`src/rtl/if_id_queue.sv`:
```
// IF/ID instruction queue: holds {PC, Instruction} pairs so fetch can run ahead while ID stalls.
// Latency push->head 1 cycle; full (registered) freezes IF, head held under freeze/SRAM_freeze.
module if_id_queue #(
  parameter int DEPTH = 4,
  parameter int WIDTH = 32
) (
  input  logic                       clk,
  input  logic                       rst,
  input  logic                       push,
  input  logic [WIDTH-1:0]           PC_in,
  input  logic [WIDTH-1:0]           Instruction_in,
  input  logic                       freeze,
  input  logic                       SRAM_freeze,
  input  logic                       flush,
  output logic                       full,
  output logic                       valid_out,
  output logic [WIDTH-1:0]           PC_out,
  output logic [WIDTH-1:0]           Instruction_out,
  output logic [$clog2(DEPTH):0]     count
);

  localparam int AW = $clog2(DEPTH);
  localparam int CW = AW + 1;

  logic [2*WIDTH-1:0] mem_q [DEPTH];
  logic [AW-1:0]      wr_ptr_q, wr_ptr_d;
  logic [AW-1:0]      rd_ptr_q, rd_ptr_d;
  logic [CW-1:0]      count_q, count_d;
  logic               pop;
  logic               do_push;

  // Status flags come only from registered occupancy, keeping IF's freeze path short.
  assign full      = (count_q == CW'(DEPTH));
  assign valid_out = (count_q != '0);
  assign count     = count_q;

  assign pop     = valid_out & ~freeze & ~SRAM_freeze;
  assign do_push = push & ~full & ~flush;

  always_comb begin
    wr_ptr_d = wr_ptr_q;
    rd_ptr_d = rd_ptr_q;
    count_d  = count_q;
    if (flush) begin
      wr_ptr_d = '0;
      rd_ptr_d = '0;
      count_d  = '0;
    end else begin
      if (do_push) wr_ptr_d = wr_ptr_q + AW'(1);
      if (pop)     rd_ptr_d = rd_ptr_q + AW'(1);
      if (do_push && !pop)      count_d = count_q + CW'(1);
      else if (pop && !do_push) count_d = count_q - CW'(1);
    end
  end

  always_ff @(posedge clk) begin
    if (rst) begin
      wr_ptr_q <= '0;
      rd_ptr_q <= '0;
      count_q  <= '0;
    end else begin
      wr_ptr_q <= wr_ptr_d;
      rd_ptr_q <= rd_ptr_d;
      count_q  <= count_d;
    end
  end

  // Storage is not reset; stale entries are masked by the head gating below.
  always_ff @(posedge clk) begin
    if (!rst && do_push) mem_q[wr_ptr_q] <= {PC_in, Instruction_in};
  end

  // An empty queue presents PC 0 and a NOP instruction.
  assign {PC_out, Instruction_out} = valid_out ? mem_q[rd_ptr_q] : '0;

endmodule

```
`config.mk`:
```
export PLATFORM = sky130hd
export DESIGN_NAME = if_id_queue
export DESIGN_NICKNAME = d
export VERILOG_FILES = /design/src/rtl/if_id_queue.sv
export SDC_FILE = /design/constraint.sdc
export NUM_CORES = 1
export LEC_CHECK = 0
export BUFFER_PORTS_ARGS = -buffer_cell sky130_fd_sc_hd__buf_4
export CAP_MARGIN = 10
export CORE_ASPECT_RATIO = 0.8
export CORE_MARGIN = 4
export CORE_UTILIZATION = 35
export DETAILED_ROUTE_END_ITERATION = 8
export PLACE_DENSITY = 0.52
export SYNTH_ARGS = -nofsm -noshare
export SYNTH_HDL_FRONTEND = slang
export SYNTH_SLANG_ARGS = --single-unit
```
`constraint.sdc`:
```
create_clock -name clk -period 21.3 [get_ports clk]
set_input_delay 3.195 -clock clk [delete_from_list [all_inputs] [get_ports clk]]
set_output_delay 3.195 -clock clk [all_outputs]
set_load 0.02 [all_outputs]
```
=== Word level (Yosys, flattened, before mapping) ===
Memory sizes are Yosys's and may differ from the RTL's. A register that Yosys moved wholly into a read port is not among the register bits.
Cells that the tools add are included.

* Input port bits: 70
* Memories kept: 1
* Bits in writable memories: 256
* Output and inout bits: 69
* Register bits after elaboration: 7
* Logic and storage cells: 33

{| class="wikitable"
|+ Memory list
! name !! depth !! bits a word !! rd ports !! clocked after Yosys merged registers in !! write ports !! RTL line !! text
|-
| mem_q || 4 || 64 || 1 || 1 || 1 || 25 || <nowiki>logic [2*WIDTH-1:0] mem_q [DEPTH];</nowiki>
|}

* Reductions and logical operators: 9
* Bitwise gates (word level): 8
* Add/sub/neg operators: 4
* Muxes and demuxes: 7
* Equal/unequal tests: 1

{| class="wikitable"
|+ Operators by type and width
! operator !! count
|-
| $mux W64 || 1
|-
| $mux W3 || 2
|-
| $add A2 B1 Y2 const B || 2
|-
| $and A1 B1 Y1 || 4
|-
| $mux W2 || 2
|-
| $not A1 Y1 || 4
|-
| $add A3 B1 Y3 const B || 1
|-
| $eq A3 B3 Y1 const B || 1
|-
| $logic_and A1 B1 Y1 || 3
|-
| $logic_not A1 Y1 || 3
|-
| $reduce_bool A3 Y1 || 1
|-
| $sub A3 B1 Y3 const B || 1
|-
| $mux W1 || 2
|-
| $reduce_bool A2 Y1 || 1
|-
| $reduce_or A2 Y1 || 1
|}

=== Logic depth before layout (Yosys ltp) ===
* Word-level depth: 8
* Depth in mapped cells: 10
* Depth with buffers taken out: 9

=== Least setup slack after synthesis ===
No wires, ideal clock.

* Path kind: input to register
* From: input flush
* To: memory mem_q[1][0] (netlist bit), enable pin
* Stages: 3
* Arrival: 8,413 ps
* Buffers on the path: 1
* Path slack: 12,309 ps
* Setup time: 578 ps
* Required time: 20,722 ps
* Cell sequence: or3b_1 > buf_2 > nor3b_1

* Word-level cells in the longest chain between the ends: 5

{| class="wikitable"
|+ Ends and longest elaborated chain
! item !! RTL line !! text
|-
| start, declared || 14 || <nowiki>input logic flush,</nowiki>
|-
| $not A1 Y1 || 38 || <nowiki>assign do_push = push & ~full & ~flush;</nowiki>
|-
| $and A1 B1 Y1 || 38 ||
|-
| $logic_and A1 B1 Y1 || 70 || <nowiki>if (!rst && do_push) mem_q[wr_ptr_q] <= {PC_in, Instruction_in};</nowiki>
|-
| $mux W1 || 70 ||
|-
| $mux W1 (implied by the code) || 70 ||
|-
| end, declared || 25 ||
|}

No other way between the ends.

==> results.toml <==
[floorplanning]
rows = 55
start_util = 0.3584
die_x_um = 199.2
core_sq_mm = 0.02856
die-area_sq_mm = 0.03206
io-pin-count = 139
fp.dieH_um = 161.0

[power]
power.leakage_nw = 4.249
ir_drop_uv = 60.51
power_density_mw_per_mm2 = 89.66

[logic_synthesis]
synth_common_cells = "edfxtp_1, and2_1, mux4_2, dfxtp_1, buf_2"
synth_ff_type = "edfxtp_1"
synth_cells = 458
synth-seq-cells = 265
synth-edff-count = 256
synth_top_area_frac = 0.7511
yosysWarnings = 0
synth_area_leaders = "edfxtp_1, mux4_2, and2_1, dfxtp_1, buf_12"
synthDistinctLibCells = 24
yosysMostFrequentCell = "edfxtp_1"
synth_nets = 534
netlist_area_sq_mm = 0.01023
async_flop_share = 0
avgSynthCellArea_sq_um = 22.35
yosysTopAreaCell = "edfxtp_1"
yosysSeqAreaShare = 0.7687

[drt]
final_antenna_net_count = 0
wl_per_cell_um = 21.05
viasPerCell = 4.832
drc = 0
wl_mm = 21.09
vias = 4842
dr.first_iter.drc_count = 192
dr.pass1.iters = 6

[global_route]
grt_use_total = 0.1300
grt_max_degree = 65
busiest_layer = "met2"
grt_overflow_total = 0
grt_pass1_vias = 5355
gr-usage-met3 = 0.03670
use_met2 = 0.2113
grt_use_met1 = 0.1773
grt_pass1_wl_mm = 32.25
antenna_found_initial = 0

[worst_setup_path]
start_kind = "register"
cp.arrival_ps = 3000
path_cells = "buf_4 -> mux4_1 -> and2_1 -> buf_4"
crit_path_end_kind = "output port"
r2r_slack_ps = 18200
crit_type = "reg2out"
critical_path_depth = 4
cpMostUsedCell = "buf_4"
cp_top_family = "buffers and inverters"
path_max_fanout = 37
reg2reg_to = "count[2]"
rr_worst_depth = 9
critPathMaxStageDelay_ps = 740
r2r_start = "count[1]"
required_ps = 18110
worstSetupEndpoint = "Instruction_out[2]"
critical_path_buf_inv_count = 2
crit_slowest_cell = "buf_4"

[cts]
post_cts_resize_count = 0
clockBufferDepth = 3
cts_tree = "yes"
cts_inserted_buffers = 28
cts_sinks = 265
insertion_delay_ps = 520
htreeDepth = 1
clkTransAtPathRegs_ps = 60
postCtsHoldBufs = 0
cts_root_buf = "clkbuf_16"
post_cts_buffers = 0

[layout]
fillers = 2473
seq_area_sq_mm = 0.007875
instances_no_fill = 1002
drive_above_1_share = 0.4073
syn_to_final_growth_pct = 22.53
multiInputGateArea_sq_mm = 0.002171
num-nets-final = 688

[timing]
clock.fmax_mhz = 161.4
tightest_slew_ps = 1007
finalSetupViolCount = 0
rsz0062_at_grt = "false"
fin_crit_sh = 0.2908
finalHoldViolCount = 0
slew_headroom = 0.3285
skew_ps = 9.836
tns_ps = 0
period_needed_ps = 6194
slew_violations = 0

[hold_path]
hp-class = "reg2reg"

[flow_run]
max-cap-violations = 0

[placed_design]
post-dp-hpwl_mm = 12.51
dp_cells = 952
gp_congestion = 0.6869
port_buffers = 138

[run_status]
status = "finished clean"
## state kept, by name, summed over array words and instances (netlist names), named ones only
register and count:
count 3, rd_ptr_q 2, mem_q 256, wr_ptr_q 2
## how the worst min path moves through the flow
stage	depth (start not counted)	end	slack (ps)	startpoint
after floorplan	2	register	450	rd_ptr_q[1]
after global placement	2	register	470	rd_ptr_q[1]
after detailed placement	2	register	470	rd_ptr_q[1]
after CTS	2	rd_ptr_q[1]	490	rd_ptr_q[1]
after global routing	2	rd_ptr_q[1]	530	rd_ptr_q[1]
final	2	rd_ptr_q[1]	490	rd_ptr_q[1]
## through the flow
stage / util / instance area (sq um) / total power [mW] / hold slack (ps) / setup slack (ps)
after floorplan: - / 10230 / 0.6248 / 449.6 / 12310
after global placement: 0.4071 / 11630 / 0.6608 / 473.2 / 15520
after detailed placement: 0.4071 / 11630 / 0.6622 / 474.0 / 15520
after CTS: 0.4390 / 12540 / 1.141 / 493.2 / 14960
after global routing: 0.4390 / 12540 / 1.170 / 527.4 / 14810
final: 0.4391 / 12540 / 1.124 / 490.7 / 15110
## metal layers
metal	share of wire	vias up
met5	0	-
met4	0.017	0
met3	0.063	28
met2	0.48	129
met1	0.44	2513
li1	-	2172
## power by group
group          internal [mW]  switching, mW  leakage (nW)
combinational         0.0318         0.0388          1.42
clock                  0.283          0.192         0.438
sequential             0.577        0.00211          2.39
## layout by cell type (no fill, tap or decap), types with 2 or more instances in the layout
cell          n
mux2i_1       6
nor3b_2       4
dfxtp_4       2
mux4_1        4
clkinvlp_4    4
nor3_1        2
inv_1         4
clkinv_1      6
clkinv_2      5
clkbuf_16    29
xor2_1        2
buf_4       147
and2_1       64
ha_1          5
bufinv_16     3
mux4_2       60
nor2_1        2
nand2_1       7
dfxtp_1       7
edfxtp_1    256
or3_1         3
## worst register-to-register path, cell delays in order, from the launching register on
cell and delay, ps:
dfxtp_1 360, or3_2 770, buf_4 390, nand2_1 200
ha_1 220, inv_1 70, fa_1 370, xor2_1 150
or3_1 300, a21boi_0 190
## cell families after synthesis
family,after synthesis,synth area share
buf+inv,27,0.02127
xor+xnor,2,0.001712
mux,70,0.1482
fa+ha+maj,6,0.008069
compound gates,2,0.001222
flops,265,0.7687
simple gates,86,0.05086
## cell type report
cell class,count,area share
well taps,370,0.03692
inverters,4,0.001197
multi-input cells,166,0.1731
clock inverters,20,0.01477
flip-flops and latches,265,0.6280
diodes,1,0.0001995
repair buffers,147,0.08800
clock buffers,29,0.05787
No activity file was read; power rests on OpenSTA's default activity.
